$ cat config.mk
export PLATFORM = sky130hd
export DESIGN_NAME = default_slave_flat
export DESIGN_NICKNAME = d
export VERILOG_FILES = /design/src/rtl/default_slave_pkg.sv /design/src/rtl/default_slave_if.sv /design/src/rtl/default_slave.sv /design/src/flat_wrapper.sv
export SDC_FILE = /design/constraint.sdc
export NUM_CORES = 1
export LEC_CHECK = 0
export CAP_MARGIN = 15
export CELL_PAD_IN_SITES_DETAIL_PLACEMENT = 0
export CELL_PAD_IN_SITES_GLOBAL_PLACEMENT = 1
export CORE_MARGIN = 4
export CORE_UTILIZATION = 22
export DETAILED_ROUTE_END_ITERATION = 10
export HOLD_SLACK_MARGIN = 0.06
export PLACE_DENSITY = 0.87
export SLEW_MARGIN = 20
export SYNTH_ARGS = -nofsm -noshare
export SYNTH_HDL_FRONTEND = slang
export SYNTH_SLANG_ARGS = --single-unit
$ cat constraint.sdc
create_clock -name ACLK -period 1.7 [get_ports ACLK]
set_input_delay 0.34 -clock ACLK [delete_from_list [all_inputs] [get_ports ACLK]]
set_output_delay 0.34 -clock ACLK [all_outputs]
set_load 0.05 [all_outputs]
$ cat src/rtl/default_slave_pkg.sv
// -----------------------------------------------------------------------------
// default_slave_pkg
// Shared AXI definitions for the default (unmapped-address) slave:
//   - response codes RESP_OKAY / RESP_DECERR
//   - read FSM states  rd_state_t {R_IDLE, R_DATA}
//   - write FSM states wr_state_t {W_ADDR, W_DATA, W_RESP}
// The AXI width macros normally come from AXI_define.svh. When that header has
// not been pulled in, the fallback values below keep standalone builds working.
// Optional feature macro used by this slice: DEFAULT_SLAVE_ERRLOG_EN.
// -----------------------------------------------------------------------------
`ifndef AXI_IDS_BITS
`define AXI_IDS_BITS 8
`endif
`ifndef AXI_DATA_BITS
`define AXI_DATA_BITS 32
`endif
`ifndef AXI_LEN_BITS
`define AXI_LEN_BITS 4
`endif

package default_slave_pkg;

    localparam logic [1:0] RESP_OKAY   = 2'b00;
    localparam logic [1:0] RESP_DECERR = 2'b11;

    typedef enum logic {
        R_IDLE,
        R_DATA
    } rd_state_t;

    typedef enum logic [1:0] {
        W_ADDR,
        W_DATA,
        W_RESP
    } wr_state_t;

endpackage

$ cat src/rtl/default_slave_if.sv
// -----------------------------------------------------------------------------
// default_slave_if
// AXI channel bundle between the address decoder / response mux and the
// default slave. Only the fields the default slave needs are carried.
//   AR : ARID, ARLEN, ARVALID -> ARREADY
//   R  : RID, RDATA, RRESP, RLAST, RVALID <- RREADY
//   AW : AWID, AWLEN, AWVALID -> AWREADY
//   W  : WDATA, WSTRB, WLAST, WVALID -> WREADY
//   B  : BID, BRESP, BVALID <- BREADY
// With DEFAULT_SLAVE_ERRLOG_EN defined, ARADDR/AWADDR (32 bits) are added so
// the slave can log the offending address.
// Modports: master (decoder side), slave (default slave side).
// -----------------------------------------------------------------------------
`ifndef AXI_IDS_BITS
`define AXI_IDS_BITS 8
`endif
`ifndef AXI_DATA_BITS
`define AXI_DATA_BITS 32
`endif
`ifndef AXI_LEN_BITS
`define AXI_LEN_BITS 4
`endif

interface default_slave_if #(
    parameter int ID_W   = `AXI_IDS_BITS,
    parameter int DATA_W = `AXI_DATA_BITS,
    parameter int LEN_W  = `AXI_LEN_BITS
) ();

    logic [ID_W-1:0]     ARID;
    logic [LEN_W-1:0]    ARLEN;
    logic                ARVALID;
    logic                ARREADY;

    logic [ID_W-1:0]     RID;
    logic [DATA_W-1:0]   RDATA;
    logic [1:0]          RRESP;
    logic                RLAST;
    logic                RVALID;
    logic                RREADY;

    logic [ID_W-1:0]     AWID;
    logic [LEN_W-1:0]    AWLEN;
    logic                AWVALID;
    logic                AWREADY;

    logic [DATA_W-1:0]   WDATA;
    logic [DATA_W/8-1:0] WSTRB;
    logic                WLAST;
    logic                WVALID;
    logic                WREADY;

    logic [ID_W-1:0]     BID;
    logic [1:0]          BRESP;
    logic                BVALID;
    logic                BREADY;

`ifdef DEFAULT_SLAVE_ERRLOG_EN
    logic [31:0]         ARADDR;
    logic [31:0]         AWADDR;
`endif

    modport master (
        output ARID, ARLEN, ARVALID,
        input  ARREADY,
        input  RID, RDATA, RRESP, RLAST, RVALID,
        output RREADY,
        output AWID, AWLEN, AWVALID,
        input  AWREADY,
        output WDATA, WSTRB, WLAST, WVALID,
        input  WREADY,
        input  BID, BRESP, BVALID,
        output BREADY
`ifdef DEFAULT_SLAVE_ERRLOG_EN
        , output ARADDR, AWADDR
`endif
    );

    modport slave (
        input  ARID, ARLEN, ARVALID,
        output ARREADY,
        output RID, RDATA, RRESP, RLAST, RVALID,
        input  RREADY,
        input  AWID, AWLEN, AWVALID,
        output AWREADY,
        input  WDATA, WSTRB, WLAST, WVALID,
        output WREADY,
        output BID, BRESP, BVALID,
        input  BREADY
`ifdef DEFAULT_SLAVE_ERRLOG_EN
        , input ARADDR, AWADDR
`endif
    );

endinterface

$ cat src/rtl/default_slave.sv
// -----------------------------------------------------------------------------
// default_slave
// Terminates every AXI read or write that decodes to no mapped slave. Reads
// return ARLEN+1 beats of zero data with DECERR; writes swallow all W beats up
// to WLAST and answer with a single DECERR on B. Read and write paths are
// independent FSMs so neither can stall the other.
//
// Ports:
//   ACLK      clock
//   ARESET    asynchronous active-high reset
//   bus       default_slave_if.slave (AR/R/AW/W/B channels)
//   err_cnt   [15:0] saturating count of accepted AR+AW   (ERRLOG only)
//   err_addr  [31:0] most recent offending address        (ERRLOG only)
//
// Build option: define DEFAULT_SLAVE_ERRLOG_EN to add err_cnt/err_addr and
// the ARADDR/AWADDR interface fields.
//
// Every output is decoded from registered state only, so there is no
// combinational input-to-output path.
// -----------------------------------------------------------------------------
`ifndef AXI_IDS_BITS
`define AXI_IDS_BITS 8
`endif
`ifndef AXI_DATA_BITS
`define AXI_DATA_BITS 32
`endif
`ifndef AXI_LEN_BITS
`define AXI_LEN_BITS 4
`endif

module default_slave
    import default_slave_pkg::*;
#(
    parameter int ID_W   = `AXI_IDS_BITS,
    parameter int DATA_W = `AXI_DATA_BITS,
    parameter int LEN_W  = `AXI_LEN_BITS
) (
    input  logic               ACLK,
    input  logic               ARESET,
    default_slave_if.slave     bus
`ifdef DEFAULT_SLAVE_ERRLOG_EN
    ,
    output logic [15:0]        err_cnt,
    output logic [31:0]        err_addr
`endif
);

    // Low during reset, high from the first clock after release. Gating the
    // address READYs with it keeps them at 0 while ARESET is asserted.
    logic ready_en_reg;

    always_ff @(posedge ACLK or posedge ARESET) begin
        if (ARESET) begin
            ready_en_reg <= 1'b0;
        end else begin
            ready_en_reg <= 1'b1;
        end
    end

    // ------------------------------------------------------------------ read
    rd_state_t        rd_state_reg, rd_state_next;
    logic [ID_W-1:0]  rid_reg;
    logic [LEN_W-1:0] rlen_reg;
    logic [LEN_W-1:0] rbeat_reg;
    logic             arready;
    logic             rvalid;
    logic             rlast;
    logic [1:0]       rresp;
    logic             ar_hs;
    logic             r_hs;

    always_ff @(posedge ACLK or posedge ARESET) begin
        if (ARESET) begin
            rd_state_reg <= R_IDLE;
        end else begin
            rd_state_reg <= rd_state_next;
        end
    end

    always_comb begin
        rd_state_next = rd_state_reg;
        arready       = 1'b0;
        rvalid        = 1'b0;
        rlast         = 1'b0;
        rresp         = RESP_OKAY;
        unique case (rd_state_reg)
            R_IDLE: begin
                arready = ready_en_reg;
                if (bus.ARVALID && ready_en_reg) begin
                    rd_state_next = R_DATA;
                end
            end
            R_DATA: begin
                rvalid = 1'b1;
                rresp  = RESP_DECERR;
                rlast  = (rbeat_reg == rlen_reg);
                if (bus.RREADY && rlast) begin
                    rd_state_next = R_IDLE;
                end
            end
            default: rd_state_next = R_IDLE;
        endcase
    end

    assign ar_hs = arready && bus.ARVALID;
    assign r_hs  = rvalid && bus.RREADY;

    // The beat counter stops at the captured length, so it never wraps.
    always_ff @(posedge ACLK or posedge ARESET) begin
        if (ARESET) begin
            rid_reg   <= '0;
            rlen_reg  <= '0;
            rbeat_reg <= '0;
        end else if (ar_hs) begin
            rid_reg   <= bus.ARID;
            rlen_reg  <= bus.ARLEN;
            rbeat_reg <= '0;
        end else if (r_hs && !rlast) begin
            rbeat_reg <= rbeat_reg + LEN_W'(1);
        end
    end

    assign bus.ARREADY = arready;
    assign bus.RVALID  = rvalid;
    assign bus.RLAST   = rlast;
    assign bus.RRESP   = rresp;
    assign bus.RID     = rid_reg;
    assign bus.RDATA   = '0;

    // ----------------------------------------------------------------- write
    wr_state_t        wr_state_reg, wr_state_next;
    logic [ID_W-1:0]  bid_reg;
    logic             awready;
    logic             wready;
    logic             bvalid;
    logic [1:0]       bresp;
    logic             aw_hs;

    always_ff @(posedge ACLK or posedge ARESET) begin
        if (ARESET) begin
            wr_state_reg <= W_ADDR;
        end else begin
            wr_state_reg <= wr_state_next;
        end
    end

    // WLAST alone ends the burst; AWLEN is not used to count beats.
    always_comb begin
        wr_state_next = wr_state_reg;
        awready       = 1'b0;
        wready        = 1'b0;
        bvalid        = 1'b0;
        bresp         = RESP_OKAY;
        unique case (wr_state_reg)
            W_ADDR: begin
                awready = ready_en_reg;
                if (bus.AWVALID && ready_en_reg) begin
                    wr_state_next = W_DATA;
                end
            end
            W_DATA: begin
                wready = 1'b1;
                if (bus.WVALID && bus.WLAST) begin
                    wr_state_next = W_RESP;
                end
            end
            W_RESP: begin
                bvalid = 1'b1;
                bresp  = RESP_DECERR;
                if (bus.BREADY) begin
                    wr_state_next = W_ADDR;
                end
            end
            default: wr_state_next = W_ADDR;
        endcase
    end

    assign aw_hs = awready && bus.AWVALID;

    always_ff @(posedge ACLK or posedge ARESET) begin
        if (ARESET) begin
            bid_reg <= '0;
        end else if (aw_hs) begin
            bid_reg <= bus.AWID;
        end
    end

    assign bus.AWREADY = awready;
    assign bus.WREADY  = wready;
    assign bus.BVALID  = bvalid;
    assign bus.BRESP   = bresp;
    assign bus.BID     = bid_reg;

    // Write payload and burst length are deliberately discarded.
    logic unused_inputs;
    assign unused_inputs = ^{bus.AWLEN, bus.WDATA, bus.WSTRB};

    // ------------------------------------------------------------- error log
`ifdef DEFAULT_SLAVE_ERRLOG_EN
    logic [15:0] err_cnt_reg, err_cnt_next;
    logic [31:0] err_addr_reg;

    // Saturating add of 0, 1 or 2 accepted address phases this cycle.
    always_comb begin
        err_cnt_next = err_cnt_reg;
        unique case ({ar_hs, aw_hs})
            2'b11: begin
                err_cnt_next = (err_cnt_reg >= 16'hFFFE) ? 16'hFFFF
                                                         : err_cnt_reg + 16'd2;
            end
            2'b10, 2'b01: begin
                err_cnt_next = (err_cnt_reg == 16'hFFFF) ? 16'hFFFF
                                                         : err_cnt_reg + 16'd1;
            end
            default: err_cnt_next = err_cnt_reg;
        endcase
    end

    // On a simultaneous AR/AW handshake the write address wins.
    always_ff @(posedge ACLK or posedge ARESET) begin
        if (ARESET) begin
            err_cnt_reg  <= '0;
            err_addr_reg <= '0;
        end else begin
            err_cnt_reg <= err_cnt_next;
            if (aw_hs) begin
                err_addr_reg <= bus.AWADDR;
            end else if (ar_hs) begin
                err_addr_reg <= bus.ARADDR;
            end
        end
    end

    assign err_cnt  = err_cnt_reg;
    assign err_addr = err_addr_reg;
`endif

endmodule

$ cat src/flat_wrapper.sv
// flat-port wrapper written by rule: the top's interface ports become plain ports
module default_slave_flat import default_slave_pkg::*;
#(
    parameter int ID_W   = `AXI_IDS_BITS,
    parameter int DATA_W = `AXI_DATA_BITS,
    parameter int LEN_W  = `AXI_LEN_BITS
)
  (ACLK, ARESET, bus_ARID, bus_ARLEN, bus_ARVALID, bus_ARREADY, bus_RID, bus_RDATA, bus_RRESP, bus_RLAST, bus_RVALID, bus_RREADY, bus_AWID, bus_AWLEN, bus_AWVALID, bus_AWREADY, bus_WDATA, bus_WSTRB, bus_WLAST, bus_WVALID, bus_WREADY, bus_BID, bus_BRESP, bus_BVALID, bus_BREADY);
  default_slave_if #(.ID_W(ID_W), .DATA_W(DATA_W), .LEN_W(LEN_W)) bus_i ();
  input  logic ACLK;
  input  logic ARESET;
  input wire logic [$bits(bus_i.ARID)-1:0] bus_ARID;
  input wire logic [$bits(bus_i.ARLEN)-1:0] bus_ARLEN;
  input wire logic [$bits(bus_i.ARVALID)-1:0] bus_ARVALID;
  output wire logic [$bits(bus_i.ARREADY)-1:0] bus_ARREADY;
  output wire logic [$bits(bus_i.RID)-1:0] bus_RID;
  output wire logic [$bits(bus_i.RDATA)-1:0] bus_RDATA;
  output wire logic [$bits(bus_i.RRESP)-1:0] bus_RRESP;
  output wire logic [$bits(bus_i.RLAST)-1:0] bus_RLAST;
  output wire logic [$bits(bus_i.RVALID)-1:0] bus_RVALID;
  input wire logic [$bits(bus_i.RREADY)-1:0] bus_RREADY;
  input wire logic [$bits(bus_i.AWID)-1:0] bus_AWID;
  input wire logic [$bits(bus_i.AWLEN)-1:0] bus_AWLEN;
  input wire logic [$bits(bus_i.AWVALID)-1:0] bus_AWVALID;
  output wire logic [$bits(bus_i.AWREADY)-1:0] bus_AWREADY;
  input wire logic [$bits(bus_i.WDATA)-1:0] bus_WDATA;
  input wire logic [$bits(bus_i.WSTRB)-1:0] bus_WSTRB;
  input wire logic [$bits(bus_i.WLAST)-1:0] bus_WLAST;
  input wire logic [$bits(bus_i.WVALID)-1:0] bus_WVALID;
  output wire logic [$bits(bus_i.WREADY)-1:0] bus_WREADY;
  output wire logic [$bits(bus_i.BID)-1:0] bus_BID;
  output wire logic [$bits(bus_i.BRESP)-1:0] bus_BRESP;
  output wire logic [$bits(bus_i.BVALID)-1:0] bus_BVALID;
  input wire logic [$bits(bus_i.BREADY)-1:0] bus_BREADY;
  assign bus_i.ARID = bus_ARID;
  assign bus_i.ARLEN = bus_ARLEN;
  assign bus_i.ARVALID = bus_ARVALID;
  assign bus_ARREADY = bus_i.ARREADY;
  assign bus_RID = bus_i.RID;
  assign bus_RDATA = bus_i.RDATA;
  assign bus_RRESP = bus_i.RRESP;
  assign bus_RLAST = bus_i.RLAST;
  assign bus_RVALID = bus_i.RVALID;
  assign bus_i.RREADY = bus_RREADY;
  assign bus_i.AWID = bus_AWID;
  assign bus_i.AWLEN = bus_AWLEN;
  assign bus_i.AWVALID = bus_AWVALID;
  assign bus_AWREADY = bus_i.AWREADY;
  assign bus_i.WDATA = bus_WDATA;
  assign bus_i.WSTRB = bus_WSTRB;
  assign bus_i.WLAST = bus_WLAST;
  assign bus_i.WVALID = bus_WVALID;
  assign bus_WREADY = bus_i.WREADY;
  assign bus_BID = bus_i.BID;
  assign bus_BRESP = bus_i.BRESP;
  assign bus_BVALID = bus_i.BVALID;
  assign bus_i.BREADY = bus_BREADY;
  default_slave #(.ID_W(ID_W), .DATA_W(DATA_W), .LEN_W(LEN_W)) u_core (.ACLK(ACLK), .ARESET(ARESET), .bus(bus_i));
endmodule
==> flow_metrics.env, run 1 <==
export IMPL_endpoint_kind="output pin"
export IMPL_ys_seq_elements=28
export IMPL_syn2layout_area_growth_pct=49.1
export IMPL_powerDensity_nw_per_um2=1990
export IMPL_hold_path_class="in -> async"
export IMPL_final_antenna_net_count=0
export IMPL_clock_root_buffer="clkbuf_8"
export IMPL_vias=960
export IMPL_core_area_um2=6350
export IMPL_path_cells="xor2_1, nor4_2, and2_4, buf_12"
export IMPL_finalMaxSlewViolations=0
export IMPL_fillers=623
export IMPL_multi_input_area_um2=619
export IMPL_worst_slack_ns=-0.136
export IMPL_post_drt_wl_per_cell_um=11.4
export IMPL_insertion_delay_ns=0.27
export IMPL_power_total_uw=4260
export IMPL_gp_congestion=0.716
export IMPL_final_period_utilization_pct=108
export IMPL_fin_skew_ns=0.00363
export IMPL_critPathKind="reg -> out"
export IMPL_die_w_um=88.8
export IMPL_critPathRequiredTime_ns=1.36
export IMPL_h_tree_depth=1
export IMPL_hpwl_mm=2.38
export IMPL_violations="setup timing"
export IMPL_start_kind="register"
export IMPL_crit_path_top_delay_cell="dfrtp_1"
export IMPL_cts_tree="yes"
export IMPL_design_area_um2=2140
export IMPL_ys_seq_area_share_pct=48.8
export IMPL_nets=248
export IMPL_status="finished with violations"
export IMPL_p_leak_uw=0.00102
export IMPL_irDropWorstVdd_uv=1120
export IMPL_die_area_um2=7880
export IMPL_period_minus_slack_ns=1.84
export IMPL_cts_buffers=3
export IMPL_synth_cell_types=21
export IMPL_critPathMaxStageDelay_ns=0.40
export IMPL_syn_inst=121
export IMPL_final_common_cell="conb_1"
export IMPL_finalSetupViolCount=1
export IMPL_drv_cap=0
export IMPL_portBuffers=53
export IMPL_die_height_um=88.8
export IMPL_initial_core_util_pct=22.6
export IMPL_diodes=0
export IMPL_syn_avg_cell_area_um2=11.9
export IMPL_viasPerCell=3.76
export IMPL_drt_iter0_drc=28
export IMPL_wirelength_mm=2.90
export IMPL_antenna_found_initial=0
export IMPL_clk_path_buf_depth=2
export IMPL_drc=0
export IMPL_grt_max_degree=23
export IMPL_ff_latch_area_um2=702
export IMPL_ys_warnings_count=0
export IMPL_pin_count=126
export IMPL_layout_common_cells="conb_1 (33), clkdlybuf4s50_1 (27), dfrtp_1 (27), buf_4 (23), mux2_2 (13)"
export IMPL_drive_above_1_share_pct=36.0
export IMPL_rows=29
export IMPL_overflow=0
export IMPL_synth_area_um2=1440
export IMPL_first_pass_iters=2
export IMPL_grt_pass1_wl_mm=4.22
export IMPL_rsz0062_at_grt="yes"
export IMPL_critical_path_peak_fanout=2
export IMPL_track_usage_pct=6.86
export IMPL_clk_pin_slew_ns=0.10
export IMPL_finalHoldViolations=0
export IMPL_grt_pass1_vias=930
export IMPL_cp_arrival_ns=1.50
export IMPL_cts_sinks=28
export IMPL_placed_cell_area_um2=2040
export IMPL_fmax_mhz=545
==> power breakdown <==
| part | internal (uW) | leakage (uW) | switching (uW) |
|---|---|---|---|
| Clock | 315 | 0.0000357 | 210 |
| Combinational | 981 | 0.000649 | 1570 |
| Sequential | 978 | 0.000335 | 202 |
==> worst max-delay path, delay by kind of cell, from the launching register on <==
family                 cells  cell delay, ns
flip-flops                 1            0.40
AND/OR/NAND/NOR            2            0.51
XOR/XNOR                   1            0.18
buffers and inverters      1            0.13
==> cell usage after synthesis <==
| cell | instances | area share, % |
|---|---|---|
| buf_4 | 36 | 19 |
| dfrtp_1 | 28 | 49 |
| mux2_2 | 20 | 16 |
| nand2_1 | 8 | 2.1 |
| xor2_1 | 4 | 2.4 |
| and2_1 | 3 | 1.3 |
| mux2i_1 | 3 | 2.1 |
| nor2b_1 | 3 | 1.3 |
| buf_2 | 2 | 0.70 |
| conb_1 | 2 | 0.52 |
| inv_1 | 2 | 0.52 |
| a21o_1 | 1 | 0.52 |
| a22o_1 | 1 | 0.61 |
| a32o_1 | 1 | 0.70 |
| ha_1 | 1 | 0.87 |
| nand2_2 | 1 | 0.44 |
| nand4_1 | 1 | 0.44 |
| nor3b_1 | 1 | 0.52 |
| nor4_1 | 1 | 0.44 |
| o21ai_0 | 1 | 0.35 |
| o41a_1 | 1 | 0.78 |
==> layer usage <==
metal / up-vias / GRT usage (%) / wire [um]
li1: 444 / - / -
met1: 460 / 7.70 / 1080
met2: 56 / 12.5 / 1390
met3: 0 / 2.51 / 419
met4: 0 / 1.24 / 0
met5: - / 0 / 0
==> kinds of logic after synthesis <==
kind of cell / Yosys count / share of synthesized area (%)
buffers and inverters: 40 / 20.1
flip-flops: 28 / 48.8
multiplexers: 23 / 17.8
AND/OR/NAND/NOR: 18 / 6.54
AO/OA/AOI/OAI: 5 / 2.96
XOR/XNOR: 4 / 2.44
other: 2 / 0.523
adder cells (fa/ha/maj): 1 / 0.872
==> repair_timing <==
action | CTS | global route
buffers inserted | 2 | 0
gates resized for setup | 2 | 0
hold endpoints to repair | 0 | 0
hold buffers | 0 | 0
setup endpoints to repair | 1 | 1
pin swaps | 1 | 0
==> metrics by stage <==
step | worst slack (ns) | hold WS [ns] | cells | utilization, % | setup TNS (ns)
floorplan | -0.0485 | 0.405 | 152 | - | -0.158
global placement | 0.0868 | 0.480 | 249 | 32.2 | 0
detailed placement | 0.0667 | 0.490 | 249 | 32.2 | 0
CTS | -0.165 | 0.325 | 255 | 33.7 | -0.165
global route | -0.253 | 0.339 | 255 | 33.7 | -0.253
finish | -0.136 | 0.321 | 255 | 33.7 | -0.136
==> path summary, 6_finish.rpt <==
kind / from / endpoint / slack [ns] / depth (start not counted)
max: u_core.rbeat_reg[2] / bus_RLAST / -0.14 / 4
min: ARESET / u_core.bus.RID[0] / 0.32 / 2
max reg2reg: u_core.wr_state_reg[0] / u_core.bus.BID[0] / 0.19 / 4
min reg2reg: u_core.rbeat_reg[3] / u_core.rbeat_reg[3] / 0.50 / 1
max in group asynchronous: ARESET / u_core.rd_state_reg / 0.94 / 3
min in group ACLK: u_core.rbeat_reg[3] / u_core.rbeat_reg[3] / 0.50 / 1
==> area by class of cell <==
class                   count  area share, %
clock inverters             1           1.40
multi-input cells          84           28.9
well taps                  77           4.50
repair buffers             60           30.1
flip-flops and latches     28           32.8
clock buffers               3           1.93
inverters                   2          0.351
No activity file was read; power rests on OpenSTA's default activity.
==> run 2: changes to the inputs <==
--- a/config.mk
+++ b/config.mk
@@ -5,7 +5,6 @@
 export SDC_FILE = /design/constraint.sdc
 export NUM_CORES = 1
 export LEC_CHECK = 0
-export CAP_MARGIN = 15
 export CELL_PAD_IN_SITES_DETAIL_PLACEMENT = 0
 export CELL_PAD_IN_SITES_GLOBAL_PLACEMENT = 1
 export CORE_MARGIN = 4
@@ -13,6 +12,7 @@
 export DETAILED_ROUTE_END_ITERATION = 10
 export HOLD_SLACK_MARGIN = 0.06
 export PLACE_DENSITY = 0.87
+export RECOVER_POWER = 25
 export SLEW_MARGIN = 20
 export SYNTH_ARGS = -nofsm -noshare
 export SYNTH_HDL_FRONTEND = slang
==> run 2 against run 1 <==
Compared with the run above:
- the run still ends with setup timing left
- sequential share of layout area increased by 0.23 points
- register-to-register slack about the same
- design area decreased by 0.70%
- worst hold slack improved by 0.11 ns
- first-iteration DRC count decreased by 54%
- sequential power about the same
- power decreased by 0.15%
- die area unchanged
- global-route usage unchanged
- clock skew about the same
- count of clock-buffer cells in the layout unchanged
- critical path type unchanged
- critical endpoint unchanged
==> flow_metrics.env, run 2 (synthesis gave the netlist of run 1 again) <==
export IMPL_fmax_mhz=544
export IMPL_crit_family="simple AND/OR/NAND/NOR gates"
export IMPL_worst_slack_ns=-0.137
export IMPL_dp_cells=249
export IMPL_finalHoldViolations=0
export IMPL_path_cells="xor2_1, nor4_2, and2_4, buf_12"
export IMPL_grt_pass1_wl_mm=4.22
export IMPL_clk_pin_slew_ns=0.10
export IMPL_finalMaxSlewViolations=0
export IMPL_hpwl_mm=2.38
export IMPL_rows=29
export IMPL_wirelength_mm=2.90
export IMPL_nets=248
export IMPL_fin_skew_ns=0.00362
export IMPL_antenna_found_initial=0
export IMPL_rsz0062_at_grt="yes"
export IMPL_endpoint_kind="output pin"
export IMPL_first_pass_iters=2
export IMPL_gp_congestion=0.716
export IMPL_dpl_worst_slack_ns=0.0667
export IMPL_critPathMaxStageDelay_ns=0.40
export IMPL_critPathKind="reg -> out"
export IMPL_status="finished with violations"
export IMPL_vias=962
export IMPL_cts_sinks=28
export IMPL_critPathRequiredTime_ns=1.36
export IMPL_final_antenna_net_count=0
export IMPL_period_minus_slack_ns=1.84
export IMPL_die_w_um=88.8
export IMPL_grt_max_degree=23
export IMPL_layout_common_cells="conb_1 (33), dfrtp_1 (27), clkdlybuf4s50_1 (26), buf_4 (23), mux2_2 (13)"
export IMPL_diodes=0
export IMPL_powerDensity_nw_per_um2=2000
export IMPL_drt_iter0_drc=13
export IMPL_die_area_um2=7880
export IMPL_final_cells=255
export IMPL_syn2layout_area_growth_pct=48.0
export IMPL_cts_buffers=3
export IMPL_finalSetupViolCount=1
export IMPL_r2r_start="u_core.wr_state_reg[0]"
export IMPL_irDropWorstVdd_uv=1110
export IMPL_insertion_delay_ns=0.27
export IMPL_violations="setup timing"
export IMPL_core_area_um2=6350
export IMPL_h_tree_depth=1
export IMPL_cts_tree="yes"
export IMPL_drc=0
export IMPL_drv_cap=0
export IMPL_start_kind="register"
export IMPL_viasPerCell=3.77
export IMPL_cts_hold_buffers=0
export IMPL_clk_path_buf_depth=2
export IMPL_regToRegSetupSlack_ns=0.19
export IMPL_maxSlewHeadroom_pct=63.2
export IMPL_portBuffers=53
export IMPL_hold_path_class="in -> async"
export IMPL_critical_path_peak_fanout=2
export IMPL_grt_pass1_vias=930
export IMPL_worst_pin_slew_ns=0.552
export IMPL_r2r_end="u_core.bus.BID[0]"
export IMPL_clock_root_buffer="clkbuf_8"
export IMPL_crit_path_top_delay_cell="dfrtp_1"
export IMPL_final_common_cell="conb_1"
export IMPL_reg2regPathDepth=4
export IMPL_cp_arrival_ns=1.50
export IMPL_final_period_utilization_pct=108
export IMPL_crit_start="u_core.rbeat_reg[2]"
export IMPL_drive_above_1_share_pct=36.0
export IMPL_die_height_um=88.8
export IMPL_post_drt_wl_per_cell_um=11.4
export IMPL_track_usage_pct=6.86
export IMPL_initial_core_util_pct=22.6
export IMPL_crit_buf_inv=1
export IMPL_overflow=0
export IMPL_p_leak_uw=0.00101
export IMPL_pin_count=126
-- run 2: cell count changes in the layout (fill, tap and decap cells not counted) --
| cell | before | now |
|---|---|---|
| buf_12 | 10 | 9 |
| clkdlybuf4s50_1 | 27 | 26 |
| clkbuf_2 | 0 | 1 |
| dlygate4sd3_1 | 0 | 1 |
-- run 2: stage by stage --
step,setup TNS (ns),total power (uW),hold WS (ns),instance area [um2],util [%]
after global placement,0,3670,0.480,2040,32.2
after CTS,-0.165,4320,0.325,2140,33.7
after detailed placement,0,3710,0.490,2040,32.2
after global routing,-0.253,4500,0.450,2120,33.5
after floorplan,-0.158,2970,0.405,1610,-
final,-0.137,4250,0.433,2120,33.5
-- run 2: final cells by class --
type,instances,area [um2]
fill,625,4230
sequential,28,702
timing repair buffer,60,628
multi-input combinational,84,619
tap,77,96.3
clock buffer,3,41.3
clock inverter,1,30.0
inverter,2,7.51
-- run 2: report_power, final --
group          switching (uW)  leakage, uW  internal, uW  total, uW
logic                    1570     0.000644           977       2550
clock network             209    0.0000357           315        524
registers                 202     0.000335           978       1180
-- run 2: how the worst max path moves through the flow --
| stage | endpoint | slack (ns) | cells past startpoint |
|---|---|---|---|
| floorplan | u_core.bus.BID[0] | -0.05 | 4 |
| global placement | bus_RLAST | 0.09 | 4 |
| detailed placement | bus_RLAST | 0.07 | 4 |
| CTS | bus_RLAST | -0.16 | 4 |
| global route | bus_RLAST | -0.25 | 4 |
| finish | bus_RLAST | -0.14 | 4 |
-- run 2: what timing repair did --
item | 4_1_cts | 5_1_grt
pin swaps | 1 | 0
cloned | 0 | 0
setup buffers | 2 | 0
setup endpoints to repair | 1 | 1
gates resized for setup | 2 | 0
-- run 2: layer usage --
layer	up-vias	part of all wire, %	global-route usage, %	wire [um]
li1	445	-	-	-
met1	461	37	7.70	1070
met2	56	49	12.5	1410
met3	0	14	2.51	419
met4	0	0	1.24	0
met5	-	0	0	0
==> run 3: changes to the inputs <==
--- a/config.mk
+++ b/config.mk
@@ -13,6 +13,7 @@
 export HOLD_SLACK_MARGIN = 0.06
 export PLACE_DENSITY = 0.87
 export RECOVER_POWER = 25
+export REMOVE_ABC_BUFFERS = 1
 export SLEW_MARGIN = 20
 export SYNTH_ARGS = -nofsm -noshare
 export SYNTH_HDL_FRONTEND = slang
==> run 3 against run 2 <==
Compared with the run above:
- the run still ends with setup timing left
- wire length fell by 6.7%
- clock skew fell by 0.0024 ns
- flip-flop and latch count did not move
- final cell count rose by 2.0%
- maximum frequency fell by 3.8%
- design area fell by 0.12%
- via count rose by 0.42%
- critical path depth rose by 1
- worst setup slack got worse by 0.072 ns
- power fell by 0.73%
- sequential share of layout area barely moved
- utilization barely moved
- critical path type unchanged
- critical endpoint unchanged
- largest cell class unchanged
==> flow_metrics.env, run 3 (synthesis gave the netlist of run 1 again) <==
export IMPL_die_area_um2=7880
export IMPL_rows=29
export IMPL_irDropWorstVdd_uv=896
export IMPL_h_tree_depth=1
export IMPL_critPathMaxStageDelay_ns=0.40
export IMPL_wirelength_mm=2.71
export IMPL_grt_pass1_wl_mm=4.26
export IMPL_cp_arrival_ns=1.57
export IMPL_cts_buffers=3
export IMPL_finalMaxSlewViolations=0
export IMPL_critPathKind="reg -> out"
export IMPL_violations="setup timing"
export IMPL_cts_sinks=28
export IMPL_antenna_found_initial=0
export IMPL_drc=0
export IMPL_start_kind="register"
export IMPL_critPathRequiredTime_ns=1.36
export IMPL_first_pass_iters=4
export IMPL_worst_slack_ns=-0.209
export IMPL_path_cells="xor2_1, nor4_2, buf_4, and2_4, buf_12"
export IMPL_status="finished with violations"
export IMPL_finalSetupViolCount=1
export IMPL_worst_pin_slew_ns=0.708
export IMPL_fmax_mhz=524
export IMPL_initial_core_util_pct=22.6
export IMPL_fin_skew_ns=0.00123
export IMPL_clk_path_buf_depth=2
export IMPL_core_area_um2=6350
export IMPL_die_height_um=88.8
export IMPL_portBuffers=53
export IMPL_clock_root_buffer="clkbuf_8"
export IMPL_syn2layout_area_growth_pct=47.9
export IMPL_regToRegSetupSlack_ns=0.19
export IMPL_fin_hold_ws_ns=0.498
export IMPL_final_antenna_net_count=0
export IMPL_cts_tree="yes"
export IMPL_hold_path_class="reg -> reg"
export IMPL_hpwl_mm=2.18
export IMPL_maxSlewHeadroom_pct=52.8
export IMPL_powerDensity_nw_per_um2=1990
export IMPL_power_total_uw=4220
export IMPL_period_minus_slack_ns=1.91
export IMPL_final_common_cell="conb_1"
export IMPL_finalHoldViolations=0
export IMPL_rsz0062_at_grt="yes"
export IMPL_crit_path_top_delay_cell="dfrtp_1"
export IMPL_fillers=644
export IMPL_die_w_um=88.8
export IMPL_post_drt_wl_per_cell_um=10.4
export IMPL_grt_max_degree=29
export IMPL_clk_pin_slew_ns=0.09
export IMPL_viasPerCell=3.72
export IMPL_drive_above_1_share_pct=35.5
export IMPL_diodes=0
export IMPL_grt_pass1_vias=910
export IMPL_hold_start="u_core.rbeat_reg[3]"
export IMPL_endpoint_kind="output pin"
export IMPL_final_period_utilization_pct=112
export IMPL_drt_iter0_drc=23
export IMPL_pin_count=126
export IMPL_vias=966
export IMPL_overflow=0
export IMPL_nets=253
export IMPL_track_usage_pct=6.87
export IMPL_p_leak_uw=0.00101
export IMPL_gp_congestion=0.679
export IMPL_crit_start="u_core.rbeat_reg[1]"
export IMPL_critical_path_peak_fanout=2
export IMPL_layout_common_cells="conb_1 (33), dfrtp_1 (28), clkdlybuf4s50_1 (26), buf_4 (26), mux2_2 (20)"
export IMPL_r2r_start="u_core.rlen_reg[2]"
export IMPL_insertion_delay_ns=0.27
export IMPL_drv_cap=0
export IMPL_cts_hold_buffers=0
run 3: cell count changes in the layout (fill, tap and decap cells not counted), sizes merged:
cell    change
buf         +5
bufinv      -1
clkbuf      +1
run 3: report_power, final:
part           switching, uW  internal (uW)  total (uW)
clock                    205            207         412
combinational           1600           1060        2660
sequential               175            976        1150
run 3: repair_timing:
item | CTS | global route
setup endpoints to repair | 1 | 1
pin swaps | 2 | 1
buffers inserted | 1 | 1
gates resized for setup | 1 | 1
run 3: metal layers:
| metal | track usage, % | share of wire [%] | up-vias |
|---|---|---|---|
| met4 | 2.06 | 0.37 | 0 |
| met2 | 12.0 | 54 | 41 |
| met1 | 8.58 | 37 | 468 |
| li1 | - | - | 455 |
| met3 | 1.21 | 7.9 | 2 |
| met5 | 0 | 0 | - |
run 3: path summary, 6_finish.rpt:
| kind | end | cells past startpoint |
|---|---|---|
| worst max-delay path | bus_RLAST | 5 |
| worst min-delay path | u_core.rbeat_reg[3] | 1 |
| worst max register to register | u_core.rbeat_reg[3] | 5 |
| worst min register to register | u_core.rbeat_reg[3] | 1 |
| max in group asynchronous | u_core.rlen_reg[0] | 3 |
| min in group asynchronous | u_core.bus.RID[4] | 3 |
run 3: worst max-delay path: cells and delay by family, from the launching register on:
kind,cells,cell delay (ns)
buffers and inverters,2,0.29
DFF,1,0.40
xor gates and xnor gates,1,0.18
and+or+nand+nor,2,0.43
run 3: final cells by class:
type,instances,area [um2],share of cell area (%)
repair buffers,65,691,32.5
well taps,77,96.3,4.54
inverters,2,7.51,0.354
flip-flops and latches,28,701,33.0
multi-input cells,84,572,26.9
clock buffers,4,55.1,2.59
run 3: through the flow:
stage | setup TNS (ns) | setup slack, ns | cell area (um2) | utilization, % | instances
after detailed placement | -0.00220 | -0.00220 | 2050 | 32.2 | 254
after CTS | -0.284 | -0.284 | 2110 | 33.2 | 259
after global placement | -0.00361 | -0.00361 | 2050 | 32.2 | 254
after floorplan | -29.78 | -1.09 | 1270 | - | 114
final | -0.209 | -0.209 | 2120 | 33.4 | 260
after global routing | -0.305 | -0.305 | 2120 | 33.4 | 260
